==> src/rtl/mc_ctrl_if.sv <==
// Control bundle between the multi-cycle MIPS controller and its datapath.
// master: the controller (consumes IR fields and ALU flags, drives enables/selects).
// slave:  the datapath (supplies IR fields and ALU flags, consumes enables/selects).
interface mc_ctrl_if #(
    parameter int CNT_W = 32
);
    logic [5:0]       op;
    logic [5:0]       funct;
    logic             zero;
    logic             overflow;
    logic             PC_Wr;
    logic             IR_Wr;
    logic             Reg_Wr;
    logic [1:0]       Reg_Dst;
    logic             ALU_Src;
    logic [1:0]       ALU_Op;
    logic             Ext_Op;
    logic             Mem_Wr;
    logic [1:0]       Mem_To_Reg;
    logic [1:0]       NPC_Op;
    logic             instr_done;
    logic [CNT_W-1:0] instr_cnt;

    modport master (
        input  op, funct, zero, overflow,
        output PC_Wr, IR_Wr, Reg_Wr, Reg_Dst, ALU_Src, ALU_Op, Ext_Op,
               Mem_Wr, Mem_To_Reg, NPC_Op, instr_done, instr_cnt
    );

    modport slave (
        output op, funct, zero, overflow,
        input  PC_Wr, IR_Wr, Reg_Wr, Reg_Dst, ALU_Src, ALU_Op, Ext_Op,
               Mem_Wr, Mem_To_Reg, NPC_Op, instr_done, instr_cnt
    );
endinterface

==> src/rtl/mc_ctrl.sv <==
// Multi-cycle MIPS control FSM: sequences IF/DCD/EXE/MEM/WB over a shared
// datapath and counts retired instructions.
// Optional build macro ILLEGAL_TRAP_EN: an illegal instruction parks the FSM
// in S_HALT until reset instead of retiring as a 2-cycle no-op.
module mc_ctrl #(
    parameter int CNT_W = 32
) (
    input  logic        clk,
    input  logic        rst,
    mc_ctrl_if.master   bus
);

`ifdef ILLEGAL_TRAP_EN
    typedef enum logic [2:0] {S_IF, S_DCD, S_EXE, S_MEM, S_WB, S_HALT} state_t;
`else
    typedef enum logic [2:0] {S_IF, S_DCD, S_EXE, S_MEM, S_WB} state_t;
`endif

    state_t           state;
    logic             ov_q;
    logic [CNT_W-1:0] cnt_q;

    logic is_r, is_addu, is_subu, is_slt, is_jr;
    logic is_addi, is_ori, is_lui, is_lw, is_sw, is_beq, is_j, is_jal;
    logic legal;

    logic       pc_wr_c, ir_wr_c, reg_wr_c, mem_wr_c, done_c;
    logic [1:0] reg_dst_c, alu_op_c, mtr_c, npc_op_c;
    logic       alu_src_c, ext_op_c;

    // Instruction decode from the IR fields
    always_comb begin
        is_r    = (bus.op == 6'b000000);
        is_addu = is_r && (bus.funct == 6'b100001);
        is_subu = is_r && (bus.funct == 6'b100011);
        is_slt  = is_r && (bus.funct == 6'b101010);
        is_jr   = is_r && (bus.funct == 6'b001000);
        is_addi = (bus.op == 6'b001000);
        is_ori  = (bus.op == 6'b001101);
        is_lui  = (bus.op == 6'b001111);
        is_lw   = (bus.op == 6'b100011);
        is_sw   = (bus.op == 6'b101011);
        is_beq  = (bus.op == 6'b000100);
        is_j    = (bus.op == 6'b000010);
        is_jal  = (bus.op == 6'b000011);
        legal   = is_addu | is_subu | is_slt | is_jr | is_addi | is_ori |
                  is_lui | is_lw | is_sw | is_beq | is_j | is_jal;
    end

    // Per-state control decode; ALU selects stay stable from EXE through WB
    always_comb begin
        pc_wr_c   = 1'b0;
        ir_wr_c   = 1'b0;
        reg_wr_c  = 1'b0;
        mem_wr_c  = 1'b0;
        done_c    = 1'b0;
        reg_dst_c = 2'b00;
        alu_src_c = 1'b0;
        alu_op_c  = 2'b00;
        ext_op_c  = 1'b0;
        mtr_c     = 2'b00;
        npc_op_c  = 2'b00;
        if (state == S_EXE || state == S_MEM || state == S_WB) begin
            alu_src_c = is_addi | is_ori | is_lui | is_lw | is_sw;
            ext_op_c  = is_addi | is_lw | is_sw;
            if (is_subu || is_beq) alu_op_c = 2'b01;
            else if (is_ori)       alu_op_c = 2'b10;
            else if (is_slt)       alu_op_c = 2'b11;
        end
        case (state)
            S_IF: begin
                ir_wr_c = 1'b1;
                pc_wr_c = 1'b1;
            end
            S_DCD: begin
                if (is_j) begin
                    pc_wr_c  = 1'b1;
                    npc_op_c = 2'b10;
                    done_c   = 1'b1;
                end else if (is_jal) begin
                    pc_wr_c   = 1'b1;
                    npc_op_c  = 2'b10;
                    reg_wr_c  = 1'b1;
                    reg_dst_c = 2'b10;
                    mtr_c     = 2'b10;
                    done_c    = 1'b1;
                end else if (is_jr) begin
                    pc_wr_c  = 1'b1;
                    npc_op_c = 2'b11;
                    done_c   = 1'b1;
                end else if (!legal) begin
`ifndef ILLEGAL_TRAP_EN
                    done_c = 1'b1;
`endif
                end
            end
            S_EXE: begin
                if (is_beq) begin
                    pc_wr_c  = bus.zero;
                    npc_op_c = 2'b01;
                    done_c   = 1'b1;
                end
            end
            S_MEM: begin
                if (is_sw) begin
                    mem_wr_c = 1'b1;
                    done_c   = 1'b1;
                end
            end
            S_WB: begin
                reg_wr_c = 1'b1;
                done_c   = 1'b1;
                if (is_r)                reg_dst_c = 2'b01;
                else if (is_addi && ov_q) reg_dst_c = 2'b11;
                if (is_lw)       mtr_c = 2'b01;
                else if (is_lui) mtr_c = 2'b11;
            end
            default: ;
        endcase
    end

    // State sequencing, addi overflow capture and retired-instruction count
    always_ff @(posedge clk or posedge rst) begin
        if (rst) begin
            state <= S_IF;
            ov_q  <= 1'b0;
            cnt_q <= '0;
        end else begin
            if (done_c && legal) cnt_q <= cnt_q + CNT_W'(1);
            case (state)
                S_IF:  state <= S_DCD;
                S_DCD: begin
                    if (!legal) begin
`ifdef ILLEGAL_TRAP_EN
                        state <= S_HALT;
`else
                        state <= S_IF;
`endif
                    end else if (is_j || is_jal || is_jr) begin
                        state <= S_IF;
                    end else begin
                        state <= S_EXE;
                    end
                end
                S_EXE: begin
                    ov_q <= is_addi & bus.overflow;
                    if (is_beq)               state <= S_IF;
                    else if (is_lw || is_sw)  state <= S_MEM;
                    else                      state <= S_WB;
                end
                S_MEM: state <= is_sw ? S_IF : S_WB;
                S_WB:  state <= S_IF;
`ifdef ILLEGAL_TRAP_EN
                S_HALT: state <= S_HALT;
`endif
                default: state <= S_IF;
            endcase
        end
    end

    // Enables are held low for as long as reset is asserted
    always_comb begin
        bus.PC_Wr      = pc_wr_c  & ~rst;
        bus.IR_Wr      = ir_wr_c  & ~rst;
        bus.Reg_Wr     = reg_wr_c & ~rst;
        bus.Mem_Wr     = mem_wr_c & ~rst;
        bus.instr_done = done_c   & ~rst;
        bus.Reg_Dst    = reg_dst_c;
        bus.ALU_Src    = alu_src_c;
        bus.ALU_Op     = alu_op_c;
        bus.Ext_Op     = ext_op_c;
        bus.Mem_To_Reg = mtr_c;
        bus.NPC_Op     = npc_op_c;
        bus.instr_cnt  = cnt_q;
    end

endmodule

==> src/flat_wrapper.sv <==
// flat-port wrapper written by rule: the top's interface ports become plain ports
module mc_ctrl_flat 
#(
    parameter int CNT_W = 32
)
  (clk, rst, bus_op, bus_funct, bus_zero, bus_overflow, bus_PC_Wr, bus_IR_Wr, bus_Reg_Wr, bus_Reg_Dst, bus_ALU_Src, bus_ALU_Op, bus_Ext_Op, bus_Mem_Wr, bus_Mem_To_Reg, bus_NPC_Op, bus_instr_done, bus_instr_cnt);
  mc_ctrl_if #(.CNT_W(CNT_W)) bus_i ();
  input  logic clk;
  input  logic rst;
  input wire logic [$bits(bus_i.op)-1:0] bus_op;
  input wire logic [$bits(bus_i.funct)-1:0] bus_funct;
  input wire logic [$bits(bus_i.zero)-1:0] bus_zero;
  input wire logic [$bits(bus_i.overflow)-1:0] bus_overflow;
  output wire logic [$bits(bus_i.PC_Wr)-1:0] bus_PC_Wr;
  output wire logic [$bits(bus_i.IR_Wr)-1:0] bus_IR_Wr;
  output wire logic [$bits(bus_i.Reg_Wr)-1:0] bus_Reg_Wr;
  output wire logic [$bits(bus_i.Reg_Dst)-1:0] bus_Reg_Dst;
  output wire logic [$bits(bus_i.ALU_Src)-1:0] bus_ALU_Src;
  output wire logic [$bits(bus_i.ALU_Op)-1:0] bus_ALU_Op;
  output wire logic [$bits(bus_i.Ext_Op)-1:0] bus_Ext_Op;
  output wire logic [$bits(bus_i.Mem_Wr)-1:0] bus_Mem_Wr;
  output wire logic [$bits(bus_i.Mem_To_Reg)-1:0] bus_Mem_To_Reg;
  output wire logic [$bits(bus_i.NPC_Op)-1:0] bus_NPC_Op;
  output wire logic [$bits(bus_i.instr_done)-1:0] bus_instr_done;
  output wire logic [$bits(bus_i.instr_cnt)-1:0] bus_instr_cnt;
  assign bus_i.op = bus_op;
  assign bus_i.funct = bus_funct;
  assign bus_i.zero = bus_zero;
  assign bus_i.overflow = bus_overflow;
  assign bus_PC_Wr = bus_i.PC_Wr;
  assign bus_IR_Wr = bus_i.IR_Wr;
  assign bus_Reg_Wr = bus_i.Reg_Wr;
  assign bus_Reg_Dst = bus_i.Reg_Dst;
  assign bus_ALU_Src = bus_i.ALU_Src;
  assign bus_ALU_Op = bus_i.ALU_Op;
  assign bus_Ext_Op = bus_i.Ext_Op;
  assign bus_Mem_Wr = bus_i.Mem_Wr;
  assign bus_Mem_To_Reg = bus_i.Mem_To_Reg;
  assign bus_NPC_Op = bus_i.NPC_Op;
  assign bus_instr_done = bus_i.instr_done;
  assign bus_instr_cnt = bus_i.instr_cnt;
  mc_ctrl #(.CNT_W(CNT_W)) u_core (.clk(clk), .rst(rst), .bus(bus_i));
endmodule
==> config.mk <==
export PLATFORM = sky130hd
export DESIGN_NAME = mc_ctrl_flat
export DESIGN_NICKNAME = d
export VERILOG_FILES = /design/src/rtl/mc_ctrl_if.sv /design/src/rtl/mc_ctrl.sv /design/src/flat_wrapper.sv
export SDC_FILE = /design/constraint.sdc
export NUM_CORES = 1
export LEC_CHECK = 0
export ABC_CLOCK_PERIOD_IN_PS = 2600
export CORE_MARGIN = 4
export CORE_UTILIZATION = 49
export CTS_BUF_LIST = sky130_fd_sc_hd__clkbuf_8
export DETAILED_ROUTE_END_ITERATION = 7
export PLACE_DENSITY = 0.82
export SETUP_SLACK_MARGIN = 0.02
export SLEW_MARGIN = 20
export SYNTH_ARGS = -nofsm -noshare
export SYNTH_HDL_FRONTEND = slang
export SYNTH_SLANG_ARGS = --single-unit
==> constraint.sdc <==
create_clock -name clk -period 2.6 [get_ports clk]
set_input_delay 0.39 -clock clk [delete_from_list [all_inputs] [get_ports clk]]
set_output_delay 0.39 -clock clk [all_outputs]
set_load 0.02 [all_outputs]
# Word-level counts from Yosys, hierarchy flattened
# Cells that the tools add are included.
[word_totals]
register_bits = 36
input_bits = 16
output_inout_bits = 47
wordCells = 100
[op_classes]
add_sub_neg = 1
n_eq_ne = 16
n_mux = 42
bitwise = 24
reduce_logical = 14
[op_table]
columns = ["op", "count"]
rows = [
  ["32-bit by 1-bit adder with 32-bit output (second input constant)", 1],
  ["6-bit equality test (second input constant)", 5],
  ["2-bit 2-to-1 mux", 14],
  ["6-bit by 4-bit equality test with 1-bit output (second input constant)", 4],
  ["1-bit 2-to-1 mux", 17],
  ["1-bit OR", 17],
  ["6-bit by 2-bit equality test with 1-bit output (second input constant)", 2],
  ["3-bit 2-to-1 mux", 4],
  ["2-bit one-hot mux with 2 select lines", 3],
  ["3-bit one-hot mux with 4 select lines", 1],
  ["1-bit bitwise AND", 6],
  ["3-bit by 2-bit equality test with 1-bit output (second input constant)", 2],
  ["6-bit by 3-bit equality test with 1-bit output (second input constant)", 1],
  ["1-bit logical AND", 6],
  ["6-bit zero test", 1],
  ["1-bit logical OR", 6],
  ["1-bit one-hot mux with 4 select lines", 1],
  ["3-bit by 1-bit equality test with 1-bit output (second input constant)", 1],
  ["3-bit equality test (second input constant)", 1],
  ["3-bit zero test", 1],
  ["1-bit one-hot mux with 3 select lines", 1],
  ["1-bit one-hot mux with 2 select lines", 1],
  ["1-bit NOT", 1],
]

# Depth between registers and ports, before layout
# Gate-level depths: netlist (run 1).
[depth]
ltp_word = 19
mapped_depth = 8
depth_no_buf = 6

# Least setup slack after synthesis (run 1)
# Ideal clock, no wire load.
[synth_timing]
path_type = "input to output"
from = "input port bus_op[4]"
to = "output port bus_PC_Wr"
arrival_ns = 1.948
required_ns = 2.210
slack_ns = 0.262
stages = 7
n_path_buf = 1
path_cell_list = "buf_6 -> or4_4 -> nor2_1 -> nand2_1 -> a21oi_1 -> a21oi_1 -> nor3_1"
[synth_between]
elab_chain_cells = 7
word_cells_on_any_way = 11
cone_classes = "eq/ne (3); mux (5); bitwise (1); reduce/logical (2)"
[synth_rtl]
columns = ["item", "line", "text"]
rows = [
  ["start: declaration", "flat_wrapper.sv:10", "input wire logic [$bits(bus_i.op)-1:0] bus_op;"],
  ["6-bit zero test", "mc_ctrl.sv:33", "is_r = (bus.op == 6'b000000);"],
  ["1-bit logical AND", "mc_ctrl.sv:37", "is_jr = is_r && (bus.funct == 6'b001000);"],
  ["1-bit 2-to-1 mux", "mc_ctrl.sv:87", "end else if (is_jr) begin"],
  ["1-bit 2-to-1 mux", "mc_ctrl.sv:80", "end else if (is_jal) begin"],
  ["1-bit 2-to-1 mux", "mc_ctrl.sv:76", "if (is_j) begin"],
  ["1-bit one-hot mux with 3 select lines *", "mc_ctrl.sv:70", "case (state)"],
  ["1-bit bitwise AND *", "mc_ctrl.sv:163", "bus.PC_Wr = pc_wr_c & ~rst;"],
  ["end: declaration", "flat_wrapper.sv:14", "output wire logic [$bits(bus_i.PC_Wr)-1:0] bus_PC_Wr;"],
]
# Mark *: on every way between the ends. The rest lies on a longest branch, timed or not.

# Final worst setup path (run 1)
[layout_timing]
from = "input port bus_op[0]"
to = "output port bus_Reg_Dst[0]"
[layout_between]
elab_chain_cells = 5
word_cells_on_any_way = 8
cone_classes = "eq/ne (2); mux (4); reduce/logical (2)"
[layout_rtl]
columns = ["item", "line", "text"]
rows = [
  ["6-bit by 4-bit equality test with 1-bit output", "mc_ctrl.sv:38", "is_addi = (bus.op == 6'b001000);"],
  ["1-bit logical AND", "mc_ctrl.sv:114", "else if (is_addi && ov_q) reg_dst_c = 2'b11;"],
  ["2-bit 2-to-1 mux", "mc_ctrl.sv:114", ""],
  ["2-bit 2-to-1 mux", "mc_ctrl.sv:113", "if (is_r) reg_dst_c = 2'b01;"],
  ["2-bit one-hot mux with 2 select lines *", "mc_ctrl.sv:70", ""],
  ["end: declaration", "flat_wrapper.sv:17", "output wire logic [$bits(bus_i.Reg_Dst)-1:0] bus_Reg_Dst;"],
]
# Marked as above.

==> summary.md, run 1 <==
| Metric | Value |
|---|---|
| Hold Crit Class | `reg -> reg` |
| Most used cell, CP | `dlygate4sd2_1` |
| Via-to-Cell Ratio | `5.603` |
| Int Power | `just over 0.9 mW` |
| CP Cell Sequence | `dlygate4sd2_1 -> or4_4 -> nor3b_2 -> buf_4 -> nand2_1 -> a21oi_1 -> dlygate4sd2_1` |
| Die area | `roughly 5500 µm²` |
| Primary FF master, synth | `dfrtp_1` |
| Setup slack, reg-to-reg | `420 ps` |
| Detailed Routing Iterations Pass 1 | `4` |
| Antenna Violating Nets Remaining | `0` |
| Pin count of the biggest net entering global routing | `37` |
| Top Family by Delay on Critical Path | `simple AND/OR/NAND/NOR gates` |
| Worst setup path class | `in -> out` |
| Seq pwr share | `between 40% and 50%` |
| WHS | `around 470 ps` |
| CTS buffer count | `5` |
| Register area | `between 900 and 1000 µm²` |
| Hold Vio Cnt, Final | `0` |
| Crit path DAT | `between 2000 and 2500 ps` |
| Final clock skew | `about 3.7 ps` |
| Core area | `4115 µm²` |
| Total gr overflow | `0` |
| Post-DP HPWL | `roughly 4.4 mm` |
| Area growth syn-to-layout | `43.93%` |
| P_sw | `approximately 0.4 mW` |
| Clock power frac | `28.1%` |
| Setup slack after layout | `between 100 and 150 ps` |
| Initial antenna violation count | `0` |
| H-tree depth | `2` |
| CP startpoint kind | `input pin` |
| Residual DRC | `0` |
| Critical Path End Type | `output pin` |
| Cell Area, Synth | `between 2000 and 2500 µm²` |
| Number of synthesis warnings | `0` |
| First-pass GRT wire length | `9.494 mm` |
| Outcome | `complete, no violations` |
| Worst path bufs/invs | `3` |
| Pwr/cell area | `423.5 nW/µm²` |
| Post-synth top cells | `36 x dfrtp_1, 31 x xnor2_1, 20 x nand3_1, 18 x nor2_1` |
| Rows | `23` |
| CP required | `2210 ps` |
| Reported max-cap violation count | `0` |
| Final Max Slew Viols | `0` |
| Max Clk Rate | `between 0.4 and 0.5 GHz` |
| Pre-CTS WS | `-465.3 ps` |
| Chip Height | `about 74 µm` |
| Insertion delay to the later sink of the worst-skew pair | `290 ps` |
| Final wirelength | `~5.7 mm` |
| Slew @ Worst Pin | `between 600 and 700 ps` |
| Routability cong. | `roughly 0.96` |
| Port Buf Inserts | `a little over 60` |
| CTS tree | `yes` |
| Combinational power share | `25.0%` |
| WL/cell | `about 15 µm` |
| Post-synth EDFFs | `0` |
| #FFs+latches synth | `36` |
| Ys async rst share | `between 90% and 100%` |
| P_leak | `around 1.4 nW` |
| Initial Util | `a little over half` |
| Max incr delay on CP | `550 ps` |
| Vias in the first global route | `~2000` |
| RSZ-0062 raised after global routing | `no` |
| Worst path slowest cell | `or4_4` |
| Synth unique cells | `between 40 and 50` |
| Vias | `approximately 2100` |
| GR Util All Layers | `22.27%` |
| Area contributors post-synth | `dfrtp_1 42%, xnor2_1 13%, nand3_1 4.6%, and3_1 4.4%, nand4_1 3.8%` |
| Crit path time final | `between 2000 and 2500 ps` |
| Register area share after synthesis | `roughly two fifths` |
| Iter 0 DRT Violations | `about 160` |
| Area leader, netlist | `dfrtp_1` |
| Cts hold-fix bufs | `0` |
| Rel. slew slack | `slightly below 60%` |
| CTS Sinks | `36` |
| Syn nets | `~250` |
| # fillers | `~330` |
| CP max FO | `3` |
| Register clock-pin slew on the reported worst setup and hold paths | `70 ps` |
| Cell with the most instances after synthesis | `dfrtp_1` |
| Ant diodes | `0` |
| Share of layout cells above drive strength 1 | `17.65%` |
| Final setup vio count | `0` |
| Mapped Cells | `230` |
| Fin nets | `340` |
| Max clock buf depth | `2` |
| CTS root buf | `clkbuf_8` |
| TNS Setup | `0 ps` |
| Die Wd | `74.29 µm` |
| Fin crit share | `between 90% and 100%` |
| Post-synth top area share | `approximately two fifths` |
| IO Pins | `63` |
| Switching share of power | `approximately 30%` |
| Multi-input logic area | `approximately 1200 µm²` |
| Max IR drop VDD | `0.4137 mV` |
| Post-Syn Area per Cell | `around 9.4 µm²` |
-- sequential cells by signal, summed over array words and instances, names as in the netlist --
register / flops
u_core.bus.instr_cnt: 32
u_core.state: 3
u_core.ov_q: 1
-- layout by cell type, fill, tap and decap left out, types with 10 or more instances in the layout --
cell,netlist,layout
buf_4,0,32
xnor2_1,31,31
nor3_1,10,10
clkdlybuf4s50_1,0,42
nor2_1,18,17
dlygate4sd2_1,0,11
nand3_1,20,20
and3_1,15,15
dfrtp_1,36,36
nand4_1,13,13
nand2_1,15,15
-- routing by layer --
layer	track usage, %	part of all wire, %	routed length, µm	up-vias
li1	-	-	-	1012
met2	34.55	48	2733	62
met1	30.62	45	2593	1000
met5	0	0	0	-
met3	5.811	4.9	279	16
met4	7.115	2.2	124	0
-- worst paths after layout --
path / startpoint / end / depth (start not counted)
setup / recovery: bus_op[0] / bus_Reg_Dst[0] / 7
hold / removal: u_core.bus.instr_cnt[31] / u_core.bus.instr_cnt[31] / 1
setup reg to reg: u_core.state[1] / u_core.bus.instr_cnt[1] / 7
hold reg to reg: u_core.bus.instr_cnt[31] / u_core.bus.instr_cnt[31] / 1
max in group asynchronous: rst / u_core.bus.instr_cnt[3] / 3
min in group asynchronous: rst / u_core.bus.instr_cnt[24] / 3
-- kinds of logic after synthesis --
kind of cell / share of synthesized area (%)
flip-flops: 41.84
buffers and inverters: 4.183
AO/OA/AOI/OAI: 9.589
AND/OR/NAND/NOR: 30.27
adder cells (fa/ha/maj): 0.5810
XOR/XNOR: 13.02
multiplexers: 0.5229
-- stage by stage --
step / area, µm² / power [mW] / util, % / instances
after floorplan: 2153 / 0.7962 / - / 230
after global placement: 3025 / 0.9487 / 73.52 / 365
after detailed placement: 3025 / 0.9557 / 73.52 / 365
after CTS: 3103 / 1.320 / 75.40 / 373
after global routing: 3099 / 1.376 / 75.31 / 373
final: 3099 / 1.313 / 75.31 / 373
-- layout make-up --
type | count | area share [%]
inverter | 7 | 0.8478
tap | 50 | 2.019
clock inverter | 2 | 0.2826
timing repair buffer | 95 | 27.61
sequential | 36 | 29.07
clock buffer | 5 | 2.220
multi-input combinational | 178 | 37.95
-- what timing repair did --
| action | in CTS | in global routing |
|---|---|---|
| resized for setup | 26 | 14 |
| pin swaps | 3 | 0 |
| setup buffers | 1 | 0 |
| endpoints found under the setup margin | 14 | 10 |
| hold endpoints to repair | 0 | 0 |
-- power groups by stage --
stage	Combinational, mW	Clock, mW	Sequential [mW]
after global placement	0.326	0	0.623
after global routing	0.361	0.398	0.618
after CTS	0.330	0.375	0.615
after floorplan	0.160	0	0.636
after detailed placement	0.331	0	0.625
final	0.328	0.369	0.615
Power figures use the tool's default switching activity.
==> run 2, diff against run 1 <==
Settings changed: SLEW_MARGIN 20 to 15.
==> results of run 2 <==
Final layout, timing and power as in run 1 (identical DEF).
